`config.mk`:
```
export PLATFORM = sky130hd
export DESIGN_NAME = mem_fifo
export DESIGN_NICKNAME = d
export VERILOG_FILES = /design/src/rtl/mem_fifo.sv
export SDC_FILE = /design/constraint.sdc
export NUM_CORES = 1
export LEC_CHECK = 0
export ABC_CLOCK_PERIOD_IN_PS = 2550
export BUFFER_PORTS_ARGS = -buffer_cell sky130_fd_sc_hd__buf_2
export CAP_MARGIN = 5
export CORE_MARGIN = 2
export CORE_UTILIZATION = 57
export CTS_CLUSTER_DIAMETER = 100
export CTS_CLUSTER_SIZE = 30
export DETAILED_ROUTE_END_ITERATION = 10
export GPL_ROUTABILITY_DRIVEN = 0
export PLACE_DENSITY = 0.9
export RECOVER_POWER = 25
export SLEW_MARGIN = 20
export SYNTH_ARGS = -nofsm -noshare
export SYNTH_HDL_FRONTEND = slang
export SYNTH_SLANG_ARGS = --single-unit
```
`constraint.sdc`:
```
create_clock -name clk -period 2.55 [get_ports clk]
set_input_delay 0.6375 -clock clk [delete_from_list [all_inputs] [get_ports clk]]
set_output_delay 0.6375 -clock clk [all_outputs]
set_load 0.05 [all_outputs]
```
`src/rtl/mem_fifo.sv`:
```
// mem_fifo: single-clock FIFO over a DATA_W x DEPTH register array, with a
// registered read port, occupancy-derived status and sticky error flags.
module mem_fifo #(
   parameter int DATA_W   = 4,
   parameter int DEPTH    = 8,
   parameter int AF_LEVEL = 6
) (
   input  logic                     clk,
   input  logic                     rst_n,
   input  logic                     wr_en,
   input  logic [DATA_W-1:0]        wr_data,
   input  logic                     rd_en,
   output logic [DATA_W-1:0]        rd_data,
   output logic                     rd_valid,
   output logic                     full,
   output logic                     empty,
   output logic                     almost_full,
   output logic [$clog2(DEPTH):0]   count,
   output logic                     overflow,
   output logic                     underflow,
   input  logic                     clr_err
);

   localparam int AW = $clog2(DEPTH);
   localparam int CW = AW + 1;

   logic [DATA_W-1:0] mem_q [DEPTH];
   logic [AW-1:0]     wr_ptr_q, wr_ptr_d;
   logic [AW-1:0]     rd_ptr_q, rd_ptr_d;
   logic [CW-1:0]     count_q, count_d;
   logic [DATA_W-1:0] rd_data_q, rd_data_d;
   logic              rd_valid_q, rd_valid_d;
   logic              ovf_q, ovf_d;
   logic              unf_q, unf_d;
   logic              wr_acc, rd_acc;

   // Status is decoded only from registered count, so no enable reaches it combinationally.
   assign full        = (count_q == CW'(DEPTH));
   assign empty       = (count_q == '0);
   assign almost_full = (count_q >= CW'(AF_LEVEL));
   assign count       = count_q;
   assign rd_data     = rd_data_q;
   assign rd_valid    = rd_valid_q;
   assign overflow    = ovf_q;
   assign underflow   = unf_q;

   always_comb begin
      wr_acc     = wr_en & ~full;
      rd_acc     = rd_en & ~empty;
      wr_ptr_d   = wr_ptr_q;
      rd_ptr_d   = rd_ptr_q;
      count_d    = count_q;
      rd_data_d  = rd_data_q;
      rd_valid_d = rd_acc;
      if (wr_acc) wr_ptr_d = wr_ptr_q + AW'(1);
      if (rd_acc) begin
         rd_ptr_d  = rd_ptr_q + AW'(1);
         rd_data_d = mem_q[rd_ptr_q];
      end
      case ({wr_acc, rd_acc})
         2'b10:   count_d = count_q + CW'(1);
         2'b01:   count_d = count_q - CW'(1);
         default: count_d = count_q;
      endcase
      // A new error event in the same cycle as clr_err keeps the flag set.
      ovf_d = (wr_en & full)  | (ovf_q & ~clr_err);
      unf_d = (rd_en & empty) | (unf_q & ~clr_err);
   end

   always_ff @(posedge clk) begin
      if (wr_acc) mem_q[wr_ptr_q] <= wr_data;
   end

   always_ff @(posedge clk or negedge rst_n) begin
      if (!rst_n) begin
         wr_ptr_q   <= '0;
         rd_ptr_q   <= '0;
         count_q    <= '0;
         rd_data_q  <= '0;
         rd_valid_q <= 1'b0;
         ovf_q      <= 1'b0;
         unf_q      <= 1'b0;
      end else begin
         wr_ptr_q   <= wr_ptr_d;
         rd_ptr_q   <= rd_ptr_d;
         count_q    <= count_d;
         rd_data_q  <= rd_data_d;
         rd_valid_q <= rd_valid_d;
         ovf_q      <= ovf_d;
         unf_q      <= unf_d;
      end
   end

endmodule
```
==> impl_metrics.csv <==
group,metric,value,unit
run_status,status,"finished clean",
run,timing.max_cap.violations,0,
pwr,p_leak,0.951,nW
sta,final_max_slew_viol_count,0,
logic_synthesis,ys_seq_elements,49,
drt,drcViolationCount,0,
drt,drt-vias-per-instance,5.66,
setup_path,setup.worst_path.start_class,"register",
placement,placed_area,2300,sq um
cts,clkTransAtPathRegs,90,ps
drt,drt_pre_antenna_iters,4,
cts,postCtsHoldBufs,0,
die,boundaryPins,23,
drt,drt_iter0_drc,102,
cts,post_cts_resized,0,
logic_synthesis,synth_area,2130,sq um
setup_path,endpoint_kind,"register",
logic_synthesis,ys_seq_area_share,65.1,%
cts,clock-sinks,49,
pwr,finalPower,3.10,mW
global_route,grt_pass1_vias,1265,
logic_synthesis,async_flop_share,34.7,%
setup_path,endpoint,"count[2]",
logic_synthesis,synth_fp_nets,156,
sta,rsz0062_at_grt,"false",
sta,setup_viol,0,
cts,cts_root_buf,"clkbuf_8",
logic_synthesis,synth_top_cell_by_area,"edfxtp_1",
setup_path,reg2reg_slack,220,ps
drt,routed_wl,3.96,mm
placement,dp_hpwl,2.65,mm
pwr,power_density,1280,nW/um^2
drt,num_vias,1228,
cells_and_area,fillers,260,
die,start_util,58.6,%
sta,post-route-min-period,2330,ps
setup_path,startpoint,"count[2]",
cts,cts_setup_buffers,0,
setup_path,reg2reg_depth,10,
cells_and_area,diodes,0,
cts,cts_tree,"yes",
logic_synthesis,synthesis.instances,142,
placement,portBuffers,22,
cts,cts_buffers,5,
setup_path,cp.arrival,2520,ps
die,chipHeight,65.1,um
worst_hold_path,worst_hold_path_type,"primary input to async pin",
logic_synthesis,synth_edf_count,32,
logic_synthesis,synth_top_area_share,45.1,%
setup_path,timing.rr.start,"count[2]",
sta,setup_tns,0,ps
setup_path,crit_fanout,8,
setup_path,path_class,"register to register",
cts,clock_path_buffers,2,
pwr,peakVddDrop,0.668,mV
cts,htree_levels,2,
sta,fmax,428,MHz
sta,post-route-period-util,91.6,%
logic_synthesis,dominantRegCellSynth,"edfxtp_1",
cells_and_area,area_growth_syn_to_layout,13.8,%
sta,slew_headroom,40.5,%
logic_synthesis,syn_avg_cell_area,15.0,sq um
die,fp.dieW,65.1,um
cells_and_area,nNetsFinal,182,
logic_synthesis,yosys-top-cells-area,"edfxtp_1, dfrtp_1, mux2i_1",
sta,worst_pin_slew,892,ps
die,die-area,4240,sq um
global_route,grt_pass1_wl,6.53,mm
global_route,grt_usage,21.5,%
sta,finalClockSkew,7.09,ps
global_route,grt_start_max_net_pins,19,
setup_path,reg2reg_to,"count[2]",
logic_synthesis,yosysUniqueCellTypes,29,
cells_and_area,drive_above_1_share,30.8,%
global_route,antenna_found_initial,0,
global_route,gr-total-overflow,0,
cells_and_area,stdcell_area,2420,sq um
logic_synthesis,ys_warn_count,0,
die,rows,22,
cts,clk_latency,310,ps
die,core_area,3630,sq um
drt,ant_nets,0,
setup_path,required,2740,ps
drt,wl_per_cell,18.2,um
sta,finalHoldViolations,0,
## through the flow
stage	utilization, %	cells	setup slack, ps	hold slack [ps]
floorplan	-	142	-196	342
global placement	63.3	207	381	462
detailed placement	63.3	207	184	471
CTS	66.4	215	136	236
global route	66.7	217	77.8	495
finish	66.7	217	215	416
## cell type report
| class | instances | area (sq um) | area share, % |
|---|---|---|---|
| clock buffer | 5 | 68.8 | 2.84 |
| clock inverter | 3 | 46.3 | 1.91 |
| inverter | 4 | 17.5 | 0.723 |
| multi-input combinational | 83 | 712 | 29.4 |
| sequential | 49 | 1390 | 57.4 |
| tap | 48 | 60.1 | 2.48 |
| timing repair buffer | 25 | 128 | 5.27 |
## flip-flops by register name (all words and copies together), names as in the netlist
name       flops
rd_valid       1
wr_ptr_q       3
rd_ptr_q       3
mem_q         32
overflow       1
rd_data        4
count          4
underflow      1
## cells in the final DEF, fill, tap and decap left out
cell type	instances
a211o_1	1
a21o_1	1
a21oi_1	1
a21oi_2	1
a31oi_1	1
buf_2	18
buf_4	3
bufinv_16	1
clkbuf_1	4
clkbuf_8	5
clkinv_4	1
clkinvlp_4	1
dfrtp_1	13
dfrtp_2	4
edfxtp_1	32
ha_1	2
ha_2	2
ha_4	1
inv_1	2
inv_2	1
inv_4	1
mux2_2	1
mux2i_1	16
mux4_2	4
nand2_1	18
nand2b_1	4
nand2b_4	1
nand3b_1	1
nor2_1	7
nor2b_2	1
nor3_1	2
nor3b_1	2
nor4_4	1
nor4b_4	1
o21ai_0	2
o21ai_2	4
xnor2_1	4
xor2_1	4
## worst min path at each step
stage          startpoint         end  slack, ps  cells after the start
2_1_floorplan       rst_n    count[0]        340                      0
5_1_grt             rst_n  rd_data[1]        490                      1
3_5_place_dp   rd_data[3]  rd_data[3]        470                      2
6_report            rst_n  rd_data[1]        420                      1
3_3_place_gp   rd_data[3]  rd_data[3]        460                      2
4_1_cts             rst_n  rd_data[1]        240                      1
## power breakdown
group	switching, mW	total (mW)	internal, mW	leakage [nW]
clock network	0.267	0.560	0.293	0.0543
registers	0.225	1.28	1.06	0.493
logic	0.792	1.26	0.465	0.404
## cells in the mapped netlist (3+ instances only)
library cell	instances
edfxtp_1	32
buf_2	3
nand2_1	18
xnor2_1	4
o21ai_2	4
mux2i_1	16
nor2_1	7
dfrtp_1	17
ha_1	5
mux4_2	4
xor2_1	4
nand2b_1	5
## per-layer routing
metal  global-route usage, %  vias to the layer above  share of wire [%]  routed length, um
met5                       0                        -                  0                  0
met1                    26.5                      613                 40               1600
met3                    5.65                       13                4.3                169
met2                    35.6                       39                 52               2070
met4                    10.4                        0                3.0                117
li1                        -                      563                  -                  -
## cells by family after synthesis
kind of cell	share of synthesized area (%)
adders and majority gates	2.94
muxes	12.3
xor gates and xnor gates	3.29
and+or+nand+nor	9.52
AOI/OAI and AO/OA	3.64
buffers and inverters	3.23
DFF	65.1
## critical path, stage by stage, from the launching register on
cell and delay [ps]:
dfrtp_2 500, nor4_4 340, nand2b_4 220, inv_4 60
ha_4 170, xor2_1 150, ha_2 190, a21oi_2 150
xor2_1 200, nor2_1 90, xor2_1 150
(Power assumes the default switching activity.)
